File: config.mk
export PLATFORM = sky130hd
export DESIGN_NAME = mux_arb_rr
export DESIGN_NICKNAME = d
export VERILOG_FILES = /design/src/rtl/mux_pkg.sv /design/src/rtl/rr_arbiter.sv /design/src/rtl/mux_arb_rr.sv
export SDC_FILE = /design/constraint.sdc
export NUM_CORES = 1
export LEC_CHECK = 0
export CORE_MARGIN = 4
export CORE_UTILIZATION = 31
export CTS_CLUSTER_DIAMETER = 60
export CTS_CLUSTER_SIZE = 10
export DETAILED_ROUTE_END_ITERATION = 16
export HOLD_SLACK_MARGIN = 0.08
export MAX_ROUTING_LAYER = met4
export PLACE_DENSITY = 0.62
export SETUP_SLACK_MARGIN = 0.1
export SYNTH_ARGS = -nofsm -noshare
export SYNTH_HDL_FRONTEND = slang
export SYNTH_SLANG_ARGS = --single-unit
export TNS_END_PERCENT = 50
File: constraint.sdc
create_clock -name clk -period 3.98 [get_ports clk]
set_clock_uncertainty 0.1 [all_clocks]
set_input_delay 0.597 -clock clk [delete_from_list [all_inputs] [get_ports clk]]
set_output_delay 0.597 -clock clk [all_outputs]
set_load 0.05 [all_outputs]
File: src/rtl/mux_pkg.sv
// Shared encodings and helpers for the round-robin / fixed-priority mux.
package mux_pkg;

    localparam int MODE_RR    = 0;
    localparam int MODE_FIXED = 1;

    // Width of a channel index; a single channel still gets a 1-bit index.
    function automatic int idx_width(input int n);
        return (n <= 1) ? 1 : $clog2(n);
    endfunction

endpackage

File: src/rtl/rr_arbiter.sv
// Combinational arbiter: one-hot grant plus its index over a request vector.
// MODE_RR searches upward from ptr+1 with wrap; MODE_FIXED lets the lowest index win.
module rr_arbiter
    import mux_pkg::*;
#(
    parameter int CHANNELS = 4,
    parameter int MODE     = MODE_RR
) (
    input  logic [CHANNELS-1:0]            req,
    input  logic [idx_width(CHANNELS)-1:0] ptr,
    output logic [CHANNELS-1:0]            grant,
    output logic [idx_width(CHANNELS)-1:0] grant_idx
);

    localparam int          IW = idx_width(CHANNELS);
    localparam int unsigned N  = CHANNELS;

    int unsigned idx;
    logic        found;

    // Scan candidates in search order and take the first requester.
    always_comb begin
        grant     = '0;
        grant_idx = '0;
        found     = 1'b0;
        idx       = 0;
        for (int unsigned k = 0; k < N; k++) begin
            if (MODE == MODE_FIXED)
                idx = k;
            else
                idx = (32'(ptr) + 32'd1 + k) % N;
            if (!found && req[idx]) begin
                grant[idx] = 1'b1;
                grant_idx  = IW'(idx);
                found      = 1'b1;
            end
        end
    end

endmodule

File: src/rtl/mux_arb_rr.sv
// N-to-1 valid/ready multiplexer with a single registered output stage.
// Arbitration is delegated to rr_arbiter; all state lives here.
module mux_arb_rr
    import mux_pkg::*;
#(
    parameter int WIDTH    = 5,
    parameter int CHANNELS = 4,
    parameter int MODE     = MODE_RR
) (
    input  logic                            clk,
    input  logic                            rst_n,
    input  logic [CHANNELS*WIDTH-1:0]       in_data,
    input  logic [CHANNELS-1:0]             in_valid,
    output logic [CHANNELS-1:0]             in_ready,
    output logic [WIDTH-1:0]                out_data,
    output logic [idx_width(CHANNELS)-1:0]  out_chan,
    output logic                            out_valid,
    input  logic                            out_ready
);

    localparam int          IW = idx_width(CHANNELS);
    localparam int unsigned N  = CHANNELS;

    logic                load_en;
    logic [CHANNELS-1:0] req;
    logic [IW-1:0]       last_grant;
    logic [IW-1:0]       grant_idx;
    logic [WIDTH-1:0]    sel_data;
    logic                xfer;

    assign load_en = !out_valid || out_ready;
    // Requests are masked during reset and while the output stage is blocked,
    // so the arbiter grant can drive in_ready directly.
    assign req     = (rst_n && load_en) ? in_valid : '0;
    assign xfer    = |in_ready;

    rr_arbiter #(
        .CHANNELS (CHANNELS),
        .MODE     (MODE)
    ) u_arb (
        .req       (req),
        .ptr       (last_grant),
        .grant     (in_ready),
        .grant_idx (grant_idx)
    );

    // AND-OR select of the granted channel's word.
    always_comb begin
        sel_data = '0;
        for (int unsigned i = 0; i < N; i++)
            sel_data = sel_data | (in_data[i*WIDTH +: WIDTH] & {WIDTH{in_ready[i]}});
    end

    // Output register and round-robin pointer.
    always_ff @(posedge clk) begin
        if (!rst_n) begin
            out_valid  <= 1'b0;
            out_data   <= '0;
            out_chan   <= '0;
            last_grant <= IW'(CHANNELS - 1);
        end else if (xfer) begin
            out_valid <= 1'b1;
            out_data  <= sel_data;
            out_chan  <= grant_idx;
            if (MODE == MODE_RR)
                last_grant <= grant_idx;
        end else if (out_ready) begin
            out_valid <= 1'b0;
        end
    end

endmodule

==> results.toml, run 1 <==
[outcome]
outcome = "completed"

[power_and_ir_drop]
leakagePower_uw = 0.000619
ir_drop_mv = 0.521
power_uw = 1360
power_per_cell_area_mw_per_mm2 = 879

[synth]
synthFlopType = "dfxtp_1"
synth-seq-area-share_pct = 18.8
netlist_top_cells_area = "dfxtp_1 19%, ha_1 9.4%, mux2i_1 6.6%"
ys_ff_latch = 10
netlist_area_mm2 = 0.00107
ys_types = 42
synth_top_area_share_pct = 18.8
synth_warnings = 0
yosys.area.top_type = "dfxtp_1"
avgSynthCellArea_um2 = 8.88
synthCells = 120
synth_async_sr_flop_share_pct = 0
synthesis.nets = 155
synth_edf_count = 0

[clock_tree]
clk_path_buf_depth = 2
hold_buffers = 0
h-tree-depth = 1
cts_sinks = 10
clkTransAtPathRegs_ns = 0.06
cts-buffers-inserted = 3
cts_resized = 0
cts_tree = "yes"
cts-root-buf = "clkbuf_4"
post_cts_buffers = 0
clk_latency_ns = 0.26

[final_layout]
fillers = 327
stdcell_count = 204
multi_input_area_um2 = 817
antenna_cells = 0
nets = 195
finish.instance_area_mm2 = 0.00154
area_growth_pct = 44.8
drive_gt1_share_pct = 14.6
seq_area_um2 = 200

[worst_setup_path]
crit_type = "input port to primary output"
cpPeakStageDelay_ns = 0.54
crit_family = "compound AO/OA/AOI/OAI gates"
critPathSlowestCell = "or4b_4"
critical_path_buf_inv_count = 2
crit_path_max_fanout = 8
crit_path_start_kind = "input port"
critPathCaptureType = "primary output"
arrival_ns = 3.00
crit_chain = "clkdlybuf4s50_1, mux2_4, or4b_4, a2111oi_4, nand2_1, o21ai_2, buf_12"
required_ns = 3.28

[placement]
port_buffers = 38
place_area_mm2 = 0.00152
dp_cells = 201
place_congestion = 0.929
dp_hpwl_mm = 2.60

[global_routing]
first_global_vias = 1082
antenna_found_initial = 0
grt_max_degree = 17
grt-ovfl-total = 0
grt_util_all_layers_pct = 15.2
grt_pass1_wl_mm = 5.10

[timing]
period_needed_ns = 3.70
worstMarginPinSlew_ns = 0.601
relSlewSlack_pct = 58.8
finalHoldViolations = 0
min_period_over_period_pct = 92.9
final_max_slew_viol_count = 0
setup_tns_ns = 0
finalSetupViolCount = 0
rsz0062_at_grt = "false"
fmax_mhz = 271

[detailed_routing]
ant_nets = 0
firstDrtPassIters = 8
drt-wirelength-per-cell_um = 15.8
vias_per_cell = 5.62
drt_iter0_drc = 99
vias = 1146
drc = 0
routed_wl_mm = 3.23

[worst_hold_path]
hold_class = "register to register"

[floorplan]
die_w_um = 66.6
fp.dieH_um = 66.6
rows = 21
start_util_pct = 31.9
dieArea_mm2 = 0.00444
core_mm2 = 0.00334
ios = 39

[flow_run]
drv_cap = 0
[layer usage]
metal	vias to the layer above	track usage (%)	part of all wire (%)
li1	555	-	-
met1	535	20.1	44
met5	-	-	0
met4	0	6.85	2.4
met3	8	1.01	5.4
met2	48	23.6	49
[kinds of logic (layout without fill, tap and decap cells)]
group	Yosys count	count (layout)	share of synthesized area (%)
muxes	11	11	13.3
adders and majority gates	8	8	9.39
DFF	10	10	18.8
buffers and inverters	9	47	4.58
and+or+nand+nor	38	38	17.8
AOI/OAI and AO/OA	44	44	36.2
[worst register-to-register path, stage by stage, from the launching register on]
cell and delay, ns:
dfxtp_1 0.45, inv_1 0.14, ha_1 0.24, nor2_1 0.29, mux2i_1 0.58, nor3b_1 0.13
a311oi_1 0.35, o21ai_2 0.20, or3_1 0.63, o21a_1 0.26
[synthesized netlist by cell type, types with 2 or more instances]
cell type and instances:
a222oi_1 5, a221oi_1 5, a21oi_1 5, a31oi_1 2, nor4_1 2, and3_1 2
nand3_1 3, o21ai_0 4, o211ai_2 5, buf_6 2, mux2i_1 7, dfxtp_1 10
mux4_2 2, ha_1 8, a22oi_1 5, nor2_1 12, inv_1 5, nand2_1 11
a21o_1 2
[power by group]
| part | internal [uW] | switching [uW] | total [uW] |
|---|---|---|---|
| clock network | 34.7 | 30.2 | 64.9 |
| logic | 441 | 669 | 1110 |
| registers | 152 | 31.1 | 183 |
| total | 628 | 730 | 1360 |
[state kept, by name (all words and copies together) (netlist names)]
signal      cells
out_data        5
last_grant      2
out_chan        2
out_valid       1
[cell usage in the layout (no fill, tap or decap), types with 2 or more instances in the layout]
cell and count:
and3_1 2, a21o_1 2, o21ai_0 4, mux2i_1 7, clkbuf_4 3, o211ai_2 5, nand3_1 3, a222oi_1 5
a221oi_1 5, nand2_1 11, a22oi_1 5, ha_1 8, buf_12 4, clkdlybuf4s50_1 34, nor2_1 12, a31oi_1 2
nor4_1 2, dfxtp_1 10, mux4_2 2, a21oi_1 5, inv_1 5
[per-stage QoR]
stage | setup WS (ns) | hold slack (ns) | util (%)
final | 0.284 | 0.353 | 46.3
after global routing | 0.155 | 0.406 | 46.3
after CTS | 0.311 | 0.357 | 46.3
after detailed placement | 0.240 | 0.349 | 45.6
after global placement | 0.285 | 0.345 | 45.6
after floorplan | 0.623 | 0.456 | -
[final cells by class]
type                            instances  share of cell area, %
Tap cell                               46                   3.73
Multi-Input combinational cell        101                   52.9
Sequential cell                        10                   13.0
Timing Repair Buffer                   39                   27.7
Clock buffer                            3                   1.46
Inverter                                5                   1.22
[worst paths after layout]
path	start	end	slack [ns]	cells past startpoint
worst max-delay path	in_valid[1]	in_ready[2]	0.28	7
worst min register to register	out_chan[1]$_SDFFE_PN0P_	out_chan[1]$_SDFFE_PN0P_	0.35	2
worst max register to register	last_grant[1]$_SDFFE_PN1P_	out_valid$_SDFFE_PN0P_	0.49	9
worst min-delay path	out_chan[1]$_SDFFE_PN0P_	out_chan[1]$_SDFFE_PN0P_	0.35	2
Note: power is estimated with default switching activity, not from simulation.
==> run 2: changes to the inputs <==
SLEW_MARGIN = 0   (was not set)
==> results of run 2 <==
The final DEF is identical to that of run 1; final timing and power are the same.
==> run 3: changes to the inputs <==
MAX_ROUTING_LAYER = not set   (was met4)
==> results.toml, run 3 (synthesis results as in run 1) <==
[clock_tree]
cts_sinks = 10
cts-root-buf = "clkbuf_4"
clk_latency_ns = 0.26
hold_buffers = 0
h-tree-depth = 1
clkTransAtPathRegs_ns = 0.06
cts_tree = "yes"
clk_path_buf_depth = 2
cts-buffers-inserted = 3
post_cts_buffers = 0
cts_resized = 0

[detailed_routing]
drc = 0
firstDrtPassIters = 6
routed_wl_mm = 3.25
vias_per_cell = 5.62
vias = 1146
ant_nets = 0
drt_iter0_drc = 101
drt-wirelength-per-cell_um = 15.9

[final_layout]
fillers = 327
top_register = "out_data"
reg_top3 = "out_data (5), last_grant (2), out_chan (2)"
seq_area_um2 = 200
layout_common_cells = "34 x clkdlybuf4s50_1, 12 x nor2_1, 11 x nand2_1, 10 x dfxtp_1, 8 x ha_1"
final_common_cell = "clkdlybuf4s50_1"
utilization_pct = 46.3
largest_reg_flops = 5
nets = 195
multi_input_area_um2 = 817
area_growth_pct = 44.8
drive_gt1_share_pct = 14.6
antenna_cells = 0

[timing]
min_period_over_period_pct = 92.9
layout_setup_ws_ns = 0.283
finalHoldViolations = 0
period_needed_ns = 3.70
fmax_mhz = 271
rsz0062_at_grt = "false"
final_max_slew_viol_count = 0
finalSetupViolCount = 0
relSlewSlack_pct = 59.0
setup_tns_ns = 0
worstMarginPinSlew_ns = 0.598

[global_routing]
first_global_vias = 1081
grt-ovfl-total = 0
grt_util_all_layers_pct = 14.8
grt_pass1_wl_mm = 5.11
antenna_found_initial = 0
grt_max_degree = 17

[placement]
place_congestion = 0.913
port_buffers = 38
dpl_worst_slack_ns = 0.240
dp_hpwl_mm = 2.60

[power_and_ir_drop]
power_per_cell_area_mw_per_mm2 = 879
leakagePower_uw = 0.000619
comb_power_share_pct = 81.8
ir_drop_mv = 0.521
p_sw_share_pct = 53.8
internal_power_uw = 628
pwr-share-clk_pct = 4.7
power_frac_seq_pct = 13.5
power_switching_uw = 730

[worst_hold_path]
hold_class = "register to register"

[floorplan]
die_w_um = 66.6
dieArea_mm2 = 0.00444
core_mm2 = 0.00334
ios = 39
rows = 21
start_util_pct = 31.9
fp.dieH_um = 66.6

[worst_setup_path]
critPathCaptureType = "primary output"
crit_path_max_fanout = 8
arrival_ns = 3.00
crit_path_start_kind = "input port"
required_ns = 3.28
crit_type = "input port to primary output"

[outcome]
outcome = "completed"

[flow_run]
drv_cap = 0
-- run 3: cell counts in the layout (fill, tap and decap cells not counted) --
No cell type changed its count.
-- run 3: layer usage --
| metal | track usage [%] | wire [um] |
|---|---|---|
| met5 | 0 | 0 |
| met4 | 6.85 | 76 |
| met3 | 1.18 | 151 |
| met2 | 23.5 | 1590 |
| met1 | 20.1 | 1420 |
-- run 3: path summary, 6_finish.rpt --
path	cells after the start	slack [ns]	start	endpoint
min	2	0.35	out_chan[1]$_SDFFE_PN0P_	out_chan[1]$_SDFFE_PN0P_
max reg2reg	9	0.50	last_grant[1]$_SDFFE_PN1P_	out_valid$_SDFFE_PN0P_
min reg2reg	2	0.35	out_chan[1]$_SDFFE_PN0P_	out_chan[1]$_SDFFE_PN0P_
max	7	0.28	in_valid[1]	in_ready[2]
-- run 3: final cells by class --
type	instances	share of cell area (%)
multi-input cells	101	52.9
repair buffers	39	27.7
flip-flops and latches	10	13.0
well taps	46	3.73
clock buffers	3	1.46
inverters	5	1.22
-- run 3: power groups by stage --
stage                     combinational [uW]  sequential (uW)  clock (uW)
after floorplan                          667              309           0
after global placement                  1090              181           0
after detailed placement                1100              184           0
after CTS                               1100              183        68.0
after global routing                    1190              190        72.4
final                                   1110              183        64.2
-- run 3: critical path: stages --
cell	delay [ns]
clkdlybuf4s50_1	0.51
mux2_4	0.32
or4b_4	0.54
a2111oi_4	0.52
nand2_1	0.13
o21ai_2	0.19
buf_12	0.19
-- run 3: stage by stage --
stage               hold slack, ns  total power [uW]  area [um2]  instances
finish                       0.352              1360        1540        204
global route                 0.406              1450        1540        204
CTS                          0.357              1350        1540        204
detailed placement           0.349              1280        1520        201
global placement             0.345              1270        1520        201
floorplan                    0.456               976        1070        120
